[src/rtl/eu_iqueue_mi_pkg.sv]
// Shared datatypes for the per-EU multi-issue instruction queue.
package eu_iqueue_mi_pkg;

  localparam int LOG2_NUM_EXEC_UNITS = 2;

  typedef struct packed {
    logic [7:0]  opcode;
    logic [7:0]  dst;
    logic [15:0] payload;
  } type_iqueue_entry;

  // Logical queue index width; natural wrap of this width spans the whole capacity.
  function automatic int iq_ptr_width(input int log2_num_banks, input int log2_bank_depth);
    return log2_num_banks + log2_bank_depth;
  endfunction

endpackage

[src/rtl/eu_iqueue_mi_if.sv]
// Dispatch and issue handshake bundle; the queue is the slave side.
interface eu_iqueue_mi_if
  import eu_iqueue_mi_pkg::*;
#(
  parameter int NUM_DISPATCH = 4,
  parameter int ISSUE_WIDTH  = 2
);

  type_iqueue_entry [NUM_DISPATCH-1:0]                          disp_instr_i;
  logic             [NUM_DISPATCH-1:0]                          disp_valid_i;
  logic             [NUM_DISPATCH-1:0][LOG2_NUM_EXEC_UNITS-1:0] disp_euidx_i;
  logic                                                         disp_ready_o;
  type_iqueue_entry [ISSUE_WIDTH-1:0]                           issue_instr_o;
  logic             [ISSUE_WIDTH-1:0]                           issue_valid_o;
  logic             [ISSUE_WIDTH-1:0]                           issue_ready_i;

  modport master (
    output disp_instr_i, disp_valid_i, disp_euidx_i, issue_ready_i,
    input  disp_ready_o, issue_instr_o, issue_valid_o
  );

  modport slave (
    input  disp_instr_i, disp_valid_i, disp_euidx_i, issue_ready_i,
    output disp_ready_o, issue_instr_o, issue_valid_o
  );

endinterface

[src/rtl/eu_iq_lane_compactor.sv]
// Selects dispatch lanes aimed at this EU and packs them, in lane order,
// into bank write slots starting at the bank of the current write pointer.
module eu_iq_lane_compactor
  import eu_iqueue_mi_pkg::*;
#(
  parameter int NUM_DISPATCH   = 4,
  parameter int LOG2_NUM_BANKS = 2,
  parameter logic [LOG2_NUM_EXEC_UNITS-1:0] EU_IDX = '0,
  localparam int NB = 2 ** LOG2_NUM_BANKS,
  localparam int KW = $clog2(NUM_DISPATCH + 1)
) (
  input  type_iqueue_entry [NUM_DISPATCH-1:0]                          disp_instr,
  input  logic             [NUM_DISPATCH-1:0]                          disp_valid,
  input  logic             [NUM_DISPATCH-1:0][LOG2_NUM_EXEC_UNITS-1:0] disp_euidx,
  input  logic             [LOG2_NUM_BANKS-1:0]                        wr_bank,
  output logic             [NB-1:0]                                    slot_we,
  output type_iqueue_entry [NB-1:0]                                    slot_data,
  output logic             [KW-1:0]                                    k
);

  logic [KW-1:0]             rank_s;
  logic [LOG2_NUM_BANKS-1:0] bank_s;

  // Prefix-count ranks; NUM_DISPATCH <= NB guarantees one lane per bank at most.
  always_comb begin
    slot_we   = '0;
    slot_data = '0;
    rank_s    = '0;
    bank_s    = '0;
    for (int l = 0; l < NUM_DISPATCH; l++) begin
      if (disp_valid[l] && (disp_euidx[l] == EU_IDX)) begin
        bank_s            = wr_bank + LOG2_NUM_BANKS'(rank_s);
        slot_we[bank_s]   = 1'b1;
        slot_data[bank_s] = disp_instr[l];
        rank_s            = rank_s + KW'(1);
      end else begin
        rank_s = rank_s;
      end
    end
    k = rank_s;
  end

endmodule

[src/rtl/eu_iqueue_mi_chk.sv]
// Occupancy invariants of the instruction queue.
module eu_iqueue_mi_chk #(
  parameter int CW  = 7,
  parameter int KW  = 3,
  parameter int PCW = 2
) (
  input logic           clk,
  input logic           reset_n,
  input logic [PCW-1:0] pops,
  input logic [KW-1:0]  k_acc,
  input logic [CW-1:0]  count,
  input logic [CW-1:0]  free
);

  a_pops_le_count : assert property (@(posedge clk) disable iff (!reset_n) CW'(pops) <= count);
  a_kacc_le_free  : assert property (@(posedge clk) disable iff (!reset_n) CW'(k_acc) <= free);
  a_count_le_cap  : assert property (@(posedge clk) disable iff (!reset_n) (count + free) == (count_cap()));

  function automatic logic [CW-1:0] count_cap();
    return CW'(1) << (CW - 1);
  endfunction

endmodule

[src/rtl/eu_iqueue_mi.sv]
// Per-EU instruction queue: banked circular FIFO filled from the dispatch
// bus and drained in order through up to ISSUE_WIDTH issue ports.
module eu_iqueue_mi
  import eu_iqueue_mi_pkg::*;
#(
  parameter int NUM_DISPATCH    = 4,
  parameter int LOG2_NUM_BANKS  = 2,
  parameter int LOG2_BANK_DEPTH = 4,
  parameter int ISSUE_WIDTH     = 2,
  parameter logic [LOG2_NUM_EXEC_UNITS-1:0] EU_IDX = '0
) (
  input  logic                                   clk,
  input  logic                                   reset_n,
  input  logic                                   flush_i,
  eu_iqueue_mi_if.slave                          iq,
  output logic [LOG2_NUM_BANKS+LOG2_BANK_DEPTH:0] count_o,
  output logic [LOG2_NUM_BANKS+LOG2_BANK_DEPTH:0] free_o,
  output logic                                   empty_o,
  output logic                                   full_o
);

  localparam int NB  = 2 ** LOG2_NUM_BANKS;
  localparam int BD  = 2 ** LOG2_BANK_DEPTH;
  localparam int PW  = iq_ptr_width(LOG2_NUM_BANKS, LOG2_BANK_DEPTH);
  localparam int CW  = PW + 1;
  localparam int KW  = $clog2(NUM_DISPATCH + 1);
  localparam int PCW = $clog2(ISSUE_WIDTH + 1);
  localparam logic [CW-1:0] CAP = CW'(2 ** PW);

  logic [PW-1:0] wr_ptr_r;
  logic [PW-1:0] rd_ptr_r;
  logic [CW-1:0] count_r;
  logic [CW-1:0] free_r;
  logic          empty_r;
  logic          full_r;

  logic             [NB-1:0]                   slot_we_s;
  type_iqueue_entry [NB-1:0]                   slot_data_s;
  logic             [KW-1:0]                   k_s;
  logic             [KW-1:0]                   k_acc_s;
  logic                                        accept_s;
  logic             [PCW-1:0]                  pops_s;
  logic                                        run_s;
  logic             [CW-1:0]                   count_next_s;
  logic             [ISSUE_WIDTH-1:0][PW-1:0]  rd_idx_s;
  type_iqueue_entry [NB-1:0][ISSUE_WIDTH-1:0]  bank_rd_s;

  eu_iq_lane_compactor #(
    .NUM_DISPATCH  (NUM_DISPATCH),
    .LOG2_NUM_BANKS(LOG2_NUM_BANKS),
    .EU_IDX        (EU_IDX)
  ) u_compactor (
    .disp_instr(iq.disp_instr_i),
    .disp_valid(iq.disp_valid_i),
    .disp_euidx(iq.disp_euidx_i),
    .wr_bank   (wr_ptr_r[LOG2_NUM_BANKS-1:0]),
    .slot_we   (slot_we_s),
    .slot_data (slot_data_s),
    .k         (k_s)
  );

  // Ready looks only at the registered free count, never at same-cycle pops.
  assign iq.disp_ready_o = (CW'(k_s) <= free_r) & ~flush_i;
  assign accept_s        = iq.disp_ready_o;
  assign k_acc_s         = accept_s ? k_s : '0;

  for (genvar b = 0; b < NB; b++) begin : g_bank
    type_iqueue_entry          mem_r [BD];
    logic [LOG2_NUM_BANKS-1:0] offs_s;
    logic [PW-1:0]             wr_idx_s;

    assign offs_s   = LOG2_NUM_BANKS'(b) - wr_ptr_r[LOG2_NUM_BANKS-1:0];
    assign wr_idx_s = wr_ptr_r + PW'(offs_s);

    // Bank storage write; contents need no reset since validity lives in count.
    always_ff @(posedge clk) begin
      if (accept_s && slot_we_s[b]) begin
        mem_r[wr_idx_s[PW-1:LOG2_NUM_BANKS]] <= slot_data_s[b];
      end
    end

    for (genvar j = 0; j < ISSUE_WIDTH; j++) begin : g_rd
      assign bank_rd_s[b][j] = mem_r[rd_idx_s[j][PW-1:LOG2_NUM_BANKS]];
    end
  end

  for (genvar j = 0; j < ISSUE_WIDTH; j++) begin : g_port
    assign rd_idx_s[j]         = rd_ptr_r + PW'(j);
    assign iq.issue_instr_o[j] = bank_rd_s[rd_idx_s[j][LOG2_NUM_BANKS-1:0]][j];
    assign iq.issue_valid_o[j] = (count_r > CW'(j)) & ~flush_i;
  end

  // Pops are the leading run of accepted ports; a refused port blocks all above it.
  always_comb begin
    pops_s = '0;
    run_s  = 1'b1;
    for (int j = 0; j < ISSUE_WIDTH; j++) begin
      if (run_s && iq.issue_valid_o[j] && iq.issue_ready_i[j]) begin
        pops_s = pops_s + PCW'(1);
      end else begin
        run_s = 1'b0;
      end
    end
    count_next_s = count_r + CW'(k_acc_s) - CW'(pops_s);
  end

  // Pointer and occupancy registers; flush outranks dispatch and issue.
  always_ff @(posedge clk or negedge reset_n) begin
    if (!reset_n) begin
      wr_ptr_r <= '0;
      rd_ptr_r <= '0;
      count_r  <= '0;
      free_r   <= CAP;
      empty_r  <= 1'b1;
      full_r   <= 1'b0;
    end else if (flush_i) begin
      wr_ptr_r <= '0;
      rd_ptr_r <= '0;
      count_r  <= '0;
      free_r   <= CAP;
      empty_r  <= 1'b1;
      full_r   <= 1'b0;
    end else begin
      wr_ptr_r <= wr_ptr_r + PW'(k_acc_s);
      rd_ptr_r <= rd_ptr_r + PW'(pops_s);
      count_r  <= count_next_s;
      free_r   <= CAP - count_next_s;
      empty_r  <= (count_next_s == '0);
      full_r   <= (count_next_s == CAP);
    end
  end

  assign count_o = count_r;
  assign free_o  = free_r;
  assign empty_o = empty_r;
  assign full_o  = full_r;

  eu_iqueue_mi_chk #(
    .CW (CW),
    .KW (KW),
    .PCW(PCW)
  ) u_chk (
    .clk    (clk),
    .reset_n(reset_n),
    .pops   (pops_s),
    .k_acc  (k_acc_s),
    .count  (count_r),
    .free   (free_r)
  );

endmodule

[src/flat_wrapper.sv]
// flat-port wrapper written by rule: the top's interface ports become plain ports
module eu_iqueue_mi_flat import eu_iqueue_mi_pkg::*;
#(
  parameter int NUM_DISPATCH    = 4,
  parameter int LOG2_NUM_BANKS  = 2,
  parameter int LOG2_BANK_DEPTH = 4,
  parameter int ISSUE_WIDTH     = 2,
  parameter logic [LOG2_NUM_EXEC_UNITS-1:0] EU_IDX = '0
)
  (clk, reset_n, flush_i, count_o, free_o, empty_o, full_o, iq_disp_instr_i, iq_disp_valid_i, iq_disp_euidx_i, iq_issue_ready_i, iq_disp_ready_o, iq_issue_instr_o, iq_issue_valid_o);
  eu_iqueue_mi_if #(.NUM_DISPATCH(NUM_DISPATCH), .ISSUE_WIDTH(ISSUE_WIDTH)) iq_i ();
  input  logic clk;
  input  logic reset_n;
  input  logic flush_i;
  output logic [LOG2_NUM_BANKS+LOG2_BANK_DEPTH:0] count_o;
  output logic [LOG2_NUM_BANKS+LOG2_BANK_DEPTH:0] free_o;
  output logic empty_o;
  output logic full_o;
  input wire logic [$bits(iq_i.disp_instr_i)-1:0] iq_disp_instr_i;
  input wire logic [$bits(iq_i.disp_valid_i)-1:0] iq_disp_valid_i;
  input wire logic [$bits(iq_i.disp_euidx_i)-1:0] iq_disp_euidx_i;
  input wire logic [$bits(iq_i.issue_ready_i)-1:0] iq_issue_ready_i;
  output wire logic [$bits(iq_i.disp_ready_o)-1:0] iq_disp_ready_o;
  output wire logic [$bits(iq_i.issue_instr_o)-1:0] iq_issue_instr_o;
  output wire logic [$bits(iq_i.issue_valid_o)-1:0] iq_issue_valid_o;
  assign iq_i.disp_instr_i = iq_disp_instr_i;
  assign iq_i.disp_valid_i = iq_disp_valid_i;
  assign iq_i.disp_euidx_i = iq_disp_euidx_i;
  assign iq_i.issue_ready_i = iq_issue_ready_i;
  assign iq_disp_ready_o = iq_i.disp_ready_o;
  assign iq_issue_instr_o = iq_i.issue_instr_o;
  assign iq_issue_valid_o = iq_i.issue_valid_o;
  eu_iqueue_mi #(.NUM_DISPATCH(NUM_DISPATCH), .LOG2_NUM_BANKS(LOG2_NUM_BANKS), .LOG2_BANK_DEPTH(LOG2_BANK_DEPTH), .ISSUE_WIDTH(ISSUE_WIDTH), .EU_IDX(EU_IDX)) u_core (.clk(clk), .reset_n(reset_n), .flush_i(flush_i), .iq(iq_i), .count_o(count_o), .free_o(free_o), .empty_o(empty_o), .full_o(full_o));
endmodule
[config.mk]
export PLATFORM = sky130hd
export DESIGN_NAME = eu_iqueue_mi_flat
export DESIGN_NICKNAME = d
export VERILOG_FILES = /design/src/rtl/eu_iqueue_mi_pkg.sv /design/src/rtl/eu_iqueue_mi_if.sv /design/src/rtl/eu_iq_lane_compactor.sv /design/src/rtl/eu_iqueue_mi_chk.sv /design/src/rtl/eu_iqueue_mi.sv /design/src/flat_wrapper.sv
export SDC_FILE = /design/constraint.sdc
export NUM_CORES = 2
export LEC_CHECK = 0
export CAP_MARGIN = 20
export CORE_UTILIZATION = 40
export DETAILED_ROUTE_END_ITERATION = 6
export GPL_TIMING_DRIVEN = 1
export SYNTH_ARGS = -nofsm -noshare
export SYNTH_HDL_FRONTEND = slang
export SYNTH_HIERARCHICAL = 1
export SYNTH_SLANG_ARGS = --single-unit
[constraint.sdc]
create_clock -name clk -period 7.1 [get_ports clk]
set_clock_uncertainty 0.15 [all_clocks]
set_input_delay 1.42 -clock clk [delete_from_list [all_inputs] [get_ports clk]]
set_output_delay 1.42 -clock clk [all_outputs]
set_load 0.01 [all_outputs]
== Word-level counts from Yosys, hierarchy flattened ==
Memory sizes are Yosys's and may differ from the RTL's.
Index checks and enable logic that the tools add are counted.

* Register bits: 28
* Bits in latches: 0
* Bits in writable memories: 2,048
* Bits in read-only memories: 0
* Input port bits: 145
* Output and inout bits: 83
* Memories kept: 4

{| class="wikitable"
|+ Memories
! name !! depth !! width !! rd ports !! clocked after Yosys merged registers in !! wr ports !! RTL line !! text
|-
| u_core.g_bank[0].mem_r || 16 || 32 || 2 || 0 || 1 || eu_iqueue_mi.sv:68 || <nowiki>type_iqueue_entry mem_r [BD];</nowiki>
|-
| u_core.g_bank[1].mem_r || 16 || 32 || 2 || 0 || 1 || eu_iqueue_mi.sv:68 ||
|-
| u_core.g_bank[2].mem_r || 16 || 32 || 2 || 0 || 1 || eu_iqueue_mi.sv:68 ||
|-
| u_core.g_bank[3].mem_r || 16 || 32 || 2 || 0 || 1 || eu_iqueue_mi.sv:68 ||
|}

* Add/subtract/negate cells: 21
* Multipliers: 0
* Divide/modulo/power cells: 0
* Magnitude comparators: 13
* Equal/unequal tests: 1
* Shift operators: 0
* Muxes and demuxes: 53
* Bitwise logic cells: 8
* Reductions and logical operators: 20

{| class="wikitable"
|+ Operators by type and width
! kind !! number
|-
| $mux W128 || 4
|-
| $bwmux W128 || 3
|-
| $bmux W64 S2 || 2
|-
| $demux W32 S2 || 4
|-
| $mux W32 || 5
|-
| $and A128 B128 Y128 || 1
|-
| $mux W64 || 1
|-
| $add A6 B2 Y6 || 5
|-
| $lt A2 B3 Y1 const B || 6
|-
| $mux W1 || 17
|-
| $mux W4 || 4
|-
| $logic_and A1 B1 Y1 || 15
|-
| $gt A7 B1 Y1 const B || 2
|-
| $mux W7 || 2
|-
| $mux W3 || 4
|-
| $mux W6 || 2
|-
| $or A4 B4 Y4 || 3
|-
| $add A3 B1 Y3 const B || 3
|-
| $demux W1 S2 || 4
|-
| $ge A2 B1 Y1 const B || 4
|-
| $logic_not A2 Y1 || 4
|-
| $add A7 B3 Y7 || 1
|-
| $eq A7 B7 Y1 const B || 1
|-
| $le A3 B7 Y1 || 1
|-
| 12 further kinds || 18
|}

== Depth between registers and ports, before layout ==
* Depth in word-level cells: 17
* Gate-level depth with buffers: 28

== By module ==
The synthesis kept the hierarchy.

{| class="wikitable"
|+ By module, submodules not included
! module !! times used !! cells an instance !! area an instance (µm²) !! seq. area each (µm²)
|-
| eu_iqueue_mi || 1 || 6,598 || 103,767.0 || 62,177.1
|-
| eu_iq_lane_compactor || 1 || 894 || 6,179.7 || 0.0
|}

== Worst setup path after synthesis ==
OpenSTA, ideal clock, no wires.

* Path kind: input to register
* Start: input port iq_disp_euidx_i[3]
* End: memory u_core/g_bank[3].mem_r[4][0] (netlist name), enable pin
* Arrival time: 7.093 ns
* Required time: 6.449 ns
* Path slack: -0.644 ns
* Stages on the path: 15
* Buffers on the path: 0
* Path through: nor2_1 -> and2_1 -> inv_1 -> ha_1 -> nor4b_2 -> a21o_2 -> ha_1 -> mux2_2 -> ha_1 -> nor2b_1 -> o21ai_0 -> nand2b_1 -> a31oi_1 -> nand2_1 -> nor4_1

* Elaborated cells on any way between the ends: 29
* Classes of those cells: 4 x add/sub; 5 x order compare; 12 x mux; 3 x bitwise; 5 x reduce/logical

{| class="wikitable"
|+ RTL lines
! item !! RTL line !! text
|-
| from (decl) || flat_wrapper.sv:21 || <nowiki>input wire logic [$bits(iq_i.disp_euidx_i)-1:0] iq_disp_euidx_i;</nowiki>
|-
| $logic_not A2 Y1 (*) || eu_iq_lane_compactor.sv:31 || <nowiki>if (disp_valid[l] && (disp_euidx[l] == EU_IDX)) begin</nowiki>
|-
| $logic_and A1 B1 Y1 (*) || eu_iq_lane_compactor.sv:31 ||
|-
| $mux W3 (*) || eu_iq_lane_compactor.sv:31 ||
|-
| $add A3 B1 Y3 || eu_iq_lane_compactor.sv:35 || <nowiki>rank_s = rank_s + KW'(1);</nowiki>
|-
| $mux W3 (*) || eu_iq_lane_compactor.sv:31 ||
|-
| $add A3 B1 Y3 || eu_iq_lane_compactor.sv:35 ||
|-
| $mux W3 (*) || eu_iq_lane_compactor.sv:31 ||
|-
| named net u_core.k_s[1] || eu_iqueue_mi.sv:39 || <nowiki>logic [KW-1:0] k_s;</nowiki>
|-
| $le A3 B7 Y1 (*) || eu_iqueue_mi.sv:63 || <nowiki>assign iq.disp_ready_o = (CW'(k_s) <= free_r) & ~flush_i;</nowiki>
|-
| $and A1 B1 Y1 (*) || eu_iqueue_mi.sv:63 ||
|-
| $logic_and A1 B1 Y1 (*) || eu_iqueue_mi.sv:77 || <nowiki>if (accept_s && slot_we_s[b]) begin</nowiki>
|-
| $mux W1 (*) || eu_iqueue_mi.sv:77 ||
|-
| $mux W1 (not written as such) (*) || eu_iqueue_mi.sv:78 || <nowiki>mem_r[wr_idx_s[PW-1:LOG2_NUM_BANKS]] <= slot_data_s[b];</nowiki>
|-
| to (decl) || eu_iqueue_mi.sv:68 ||
|}

The timed path passes the listed nets; every way through them passes the cells marked *.

== Final worst setup path ==
* Start: register u_core.rd_ptr_r[0]
* End: output port iq_issue_instr_o[37]

* Longest elaborated chain between the ends: 4
* Elaborated cells on any way between the ends: 7
* Classes of those cells: 1 x add/sub; 2 x mux; 4 x memory

{| class="wikitable"
|+ Ends and longest elaborated chain
! item !! RTL line !! text
|-
| from (decl) || eu_iqueue_mi.sv:31 || <nowiki>logic [PW-1:0] rd_ptr_r;</nowiki>
|-
| from (signal assigned) || eu_iqueue_mi.sv:125 || <nowiki>rd_ptr_r <= rd_ptr_r + PW'(pops_s);</nowiki>
|-
| $add A6 B1 Y6 (*) || eu_iqueue_mi.sv:88 || <nowiki>assign rd_idx_s[j] = rd_ptr_r + PW'(j);</nowiki>
|-
| $mem_v2 Z16 W32 || -- ||
|-
| $bmux W64 S2 (*) || eu_iqueue_mi.sv:89 || <nowiki>assign iq.issue_instr_o[j] = bank_rd_s[rd_idx_s[j][LOG2_NUM_BANKS-1:0]][j];</nowiki>
|-
| $mux W64 (not written as such) (*) || eu_iqueue_mi.sv:89 ||
|-
| to (decl) || flat_wrapper.sv:24 || <nowiki>output wire logic [$bits(iq_i.issue_instr_o)-1:0] iq_issue_instr_o;</nowiki>
|}

Mark *: on every way between the ends. The rest lies on a longest branch, timed or not. The select of a mux whose other input is x is not followed.

==> results.json <==
{
  "peakVddDrop_mv": 0.229,
  "critPathSlowestCell": "xnor2_2",
  "die-area_um2": 277000,
  "synth_cells": 7492,
  "grt_max_degree": 123,
  "switching_share_pct": 27.4,
  "cts.htree.levels": 4,
  "yosysTopAreaCell": "edfxtp_1",
  "hold_path_depth": 3,
  "p_leak_nw": 38.8,
  "fin_setup_tns_ns": 0,
  "clockBufferDepth": 3,
  "area_growth_syn_to_layout_pct": 13.8,
  "wire_per_inst_um": 39.5,
  "ant_nets": 0,
  "hold_viol": 0,
  "max_stage_delay_ns": 0.59,
  "clkSinkCount": 2075,
  "drv_cap": 0,
  "whs_ns": 0.732,
  "pwr-share-clk_pct": 38.7,
  "fmax_mhz": 141,
  "r2r_slack_ns": 2.69,
  "synthTopCellsByArea": "edfxtp_1, mux4_2, mux2i_1, nand3_1, nand2_1",
  "path_cells": "ha_4 > and3_4 > xnor2_2 > buf_12 > nand2_1 > o221ai_1 > a31oi_1 > o221ai_1 > and3_1 > clkdlybuf4s50_1",
  "core_area_um2": 273000,
  "hp-class": "reg2reg",
  "drt_iter0_drc": 14415,
  "critPathArrivalTime_ns": 5.50,
  "die_x_um": 526,
  "fin_area_um2": 125000,
  "path_buf_inv": 2,
  "synth_edf_count": 2048,
  "tightest_slew_ns": 1.14,
  "via_per_inst": 7.12,
  "setup_viol": 0,
  "r2r_end": "u_core/g_bank[0].mem_r[15][18]",
  "internal-power_mw": 21.3,
  "drt_wl_total_um": 450000,
  "crit_type": "reg2out",
  "status": "finished with violations",
  "ios": 228,
  "syn_nets": 7672,
  "max_slew_margin_pct": 23.3,
  "rsz0062_at_grt": "false",
  "postCtsSetupRepairBufs": 0,
  "via_count": 81136,
  "avgSynthCellArea_um2": 14.7,
  "synth_area_um2": 110000,
  "report.final.slew_viol_count": 0,
  "synth_ff_type": "edfxtp_1",
  "path_clk_slew_ns": 0.06,
  "power_frac_seq_pct": 46.8,
  "antenna_found_initial": 39,
  "r2r_cells": 7,
  "grt-ovfl-total": 0,
  "violations": "design-rule violations",
  "initial_core_util_pct": 40.2,
  "combPwrFrac_pct": 14.6,
  "rows": 192,
  "grt_usage_pct": 31.7,
  "p_per_area_nw_per_um2": 234,
  "cts_tree": "built",
  "numPortBuffers": 227,
  "place_hpwl_um": 284000,
  "drc": 4,
  "cp_top_family": "simple AND/OR/NAND/NOR gates",
  "min_to": "u_core/free_o[0]",
  "path_common_cell": "o221ai_1",
  "cp-start-kind": "flop",
  "yosys.area.top_type_share_pct": 55.9,
  "clk_latency_ns": 0.92,
  "grt_first_pass_wirelength_um": 616000,
  "min_from": "u_core/free_o[0]",
  "min_period_ns": 7.07,
  "r2r_start": "u_core/wr_ptr_r[0]",
  "clockRootBuffer": "clkbuf_16",
  "ys_seq_area_share_pct": 56.6,
  "fp.dieH_um": 526,
  "firstDrtPassIters": 7,
  "switchingPower_mw": 8.04,
  "placed_area_um2": 118000,
  "cp.required_ns": 5.53,
  "ys_types": 102,
  "crit_path_end_kind": "output port",
  "ys_warn_count": 6,
  "layout-drive-gt1-share_pct": 23.1,
  "final_net_count": 7772,
  "crit_fanout": 63,
  "grt_pass1_vias": 77123,
  "async_flop_share_pct": 1.30,
  "cp-startpoint": "u_core/rd_ptr_r[0]",
  "timing.final.crit_share_pct": 99.6,
  "synth_seq_cells": 2075,
  "numCtsBuffers": 216,
  "gp_congestion": 0.918
}
==> per-layer routing <==
layer,GRT usage (%),part of all wire (%),up-vias
met2,46.4,43,7175
li1,-,-,31222
met3,10.6,16,1283
met5,0,0.044,-
met1,41.6,35,41428
met4,17.2,6.1,28
==> cells by family after synthesis <==
kind of cell    after synthesis  synth area share [%]
flops                      2075                  56.6
simple gates               1625                  6.90
compound gates             1511                  9.47
mux                        1448                  23.0
buf+inv                     755                  3.26
xor+xnor                     43                 0.406
fa+ha+maj                    35                 0.426
==> placed cells by master (no fill, tap or decap), types with 22 or more instances in the layout <==
master and instances:
nand4_1 31, o221ai_1 232, nand2b_1 22, nor2b_1 46
nor3_1 168, mux2_4 35, nand3_1 434, inv_1 27
nor2_4 58, and2_1 44, mux4_2 837, a211oi_1 58
mux2i_1 465, edfxtp_1 2048, mux2_2 105, o21ai_1 33
o21ai_0 206, buf_4 276, nor2_1 136, a21oi_1 239
clkbuf_16 216, and3_1 22, a31oi_1 171, clkdlybuf4s50_1 226
o211ai_1 202, ha_1 30, buf_12 102, clkinv_2 44
o22ai_1 121, a221oi_1 51, clkbuf_1 43, nand2_1 576
clkinv_1 59
==> worst min-delay path, delay by kind of cell, from the launching register on <==
| family | cells | cell delay [ns] |
|---|---|---|
| fa+ha+maj | 1 | 0.19 |
| flops | 1 | 0.52 |
| buf+inv | 1 | 0.06 |
| simple gates | 1 | 0.08 |
==> how the worst max path moves through the flow <==
stage                                   end  slack (ns)  depth (start not counted)
3_5_place_dp                 u_core/empty_o        0.30                         27
5_1_grt                iq_issue_instr_o[47]        0.01                         11
3_3_place_gp               u_core/free_o[6]        0.16                         24
6_report               iq_issue_instr_o[37]        0.03                         10
2_1_floorplan  u_core/g_bank[3].mem_r[7][0]        0.24                         15
4_1_cts                iq_issue_instr_o[47]        0.09                         10
==> flip-flops by register name, summed over array words and instances, names as in the netlist <==
name,count
u_core/count_o,6
u_core/empty_o,1
u_core/free_o,7
u_core/full_o,1
u_core/g_bank.mem_r,2048
u_core/rd_ptr_r,6
u_core/wr_ptr_r,6
==> stage by stage <==
stage | setup slack, ns | std cells | power, mW | util (%)
after floorplan | 0.243 | 7492 | 15.8 | -
after global placement | 0.163 | 10961 | 18.1 | 43.2
after detailed placement | 0.302 | 10962 | 18.1 | 43.2
after CTS | 0.0865 | 11369 | 29.2 | 45.7
after global routing | 0.0110 | 11371 | 29.9 | 45.8
final | 0.0261 | 11389 | 29.3 | 45.8
==> synth_stat cells (15+ instances only) <==
master / instances
o221ai_1: 232
buf_6: 29
o211ai_1: 202
nand3_1: 435
ha_1: 31
nand4_1: 31
a211oi_1: 58
clkbuf_1: 281
dfrtp_1: 25
mux4_2: 837
nor3_1: 175
and2_1: 45
a21oi_1: 239
a31oi_1: 172
nor2_1: 197
nor4_1: 17
nand2_1: 578
o21ai_1: 32
mux2_4: 35
buf_2: 289
edfxtp_1: 2048
nand2b_1: 23
xor2_1: 15
inv_1: 28
buf_1: 80
o22ai_1: 121
a22oi_1: 16
o21ai_0: 207
and3_1: 23
nor2b_1: 47
mux2_2: 105
buf_4: 46
mux2i_1: 465
a221oi_1: 52
xnor2_1: 22
==> layout make-up <==
type                       count  area, um2
fill                       23409     148000
sequential                  2075      62200
tap                         3589       4490
multi-input combinational   4662      44900
inverter                      30        125
clock buffer                 262       5610
timing repair buffer         607       6400
clock inverter               145       1390
antenna                       19       47.5
==> power by group through the flow <==
| stage | clock network (mW) | registers (mW) | logic (mW) |
|---|---|---|---|
| after detailed placement | 0 | 14.0 | 4.12 |
| after CTS | 11.4 | 13.7 | 4.14 |
| final | 11.3 | 13.7 | 4.27 |
| after global placement | 0 | 14.0 | 4.10 |
| after global routing | 11.8 | 13.7 | 4.36 |
| after floorplan | 0 | 13.9 | 1.82 |
==> repair_timing <==
item | CTS | global route
resized for setup | 3 | 3
setup endpoints to repair | 3 | 3
hold buffers | 0 | 0
pin swaps | 0 | 1
Power figures use the tool's default switching activity.
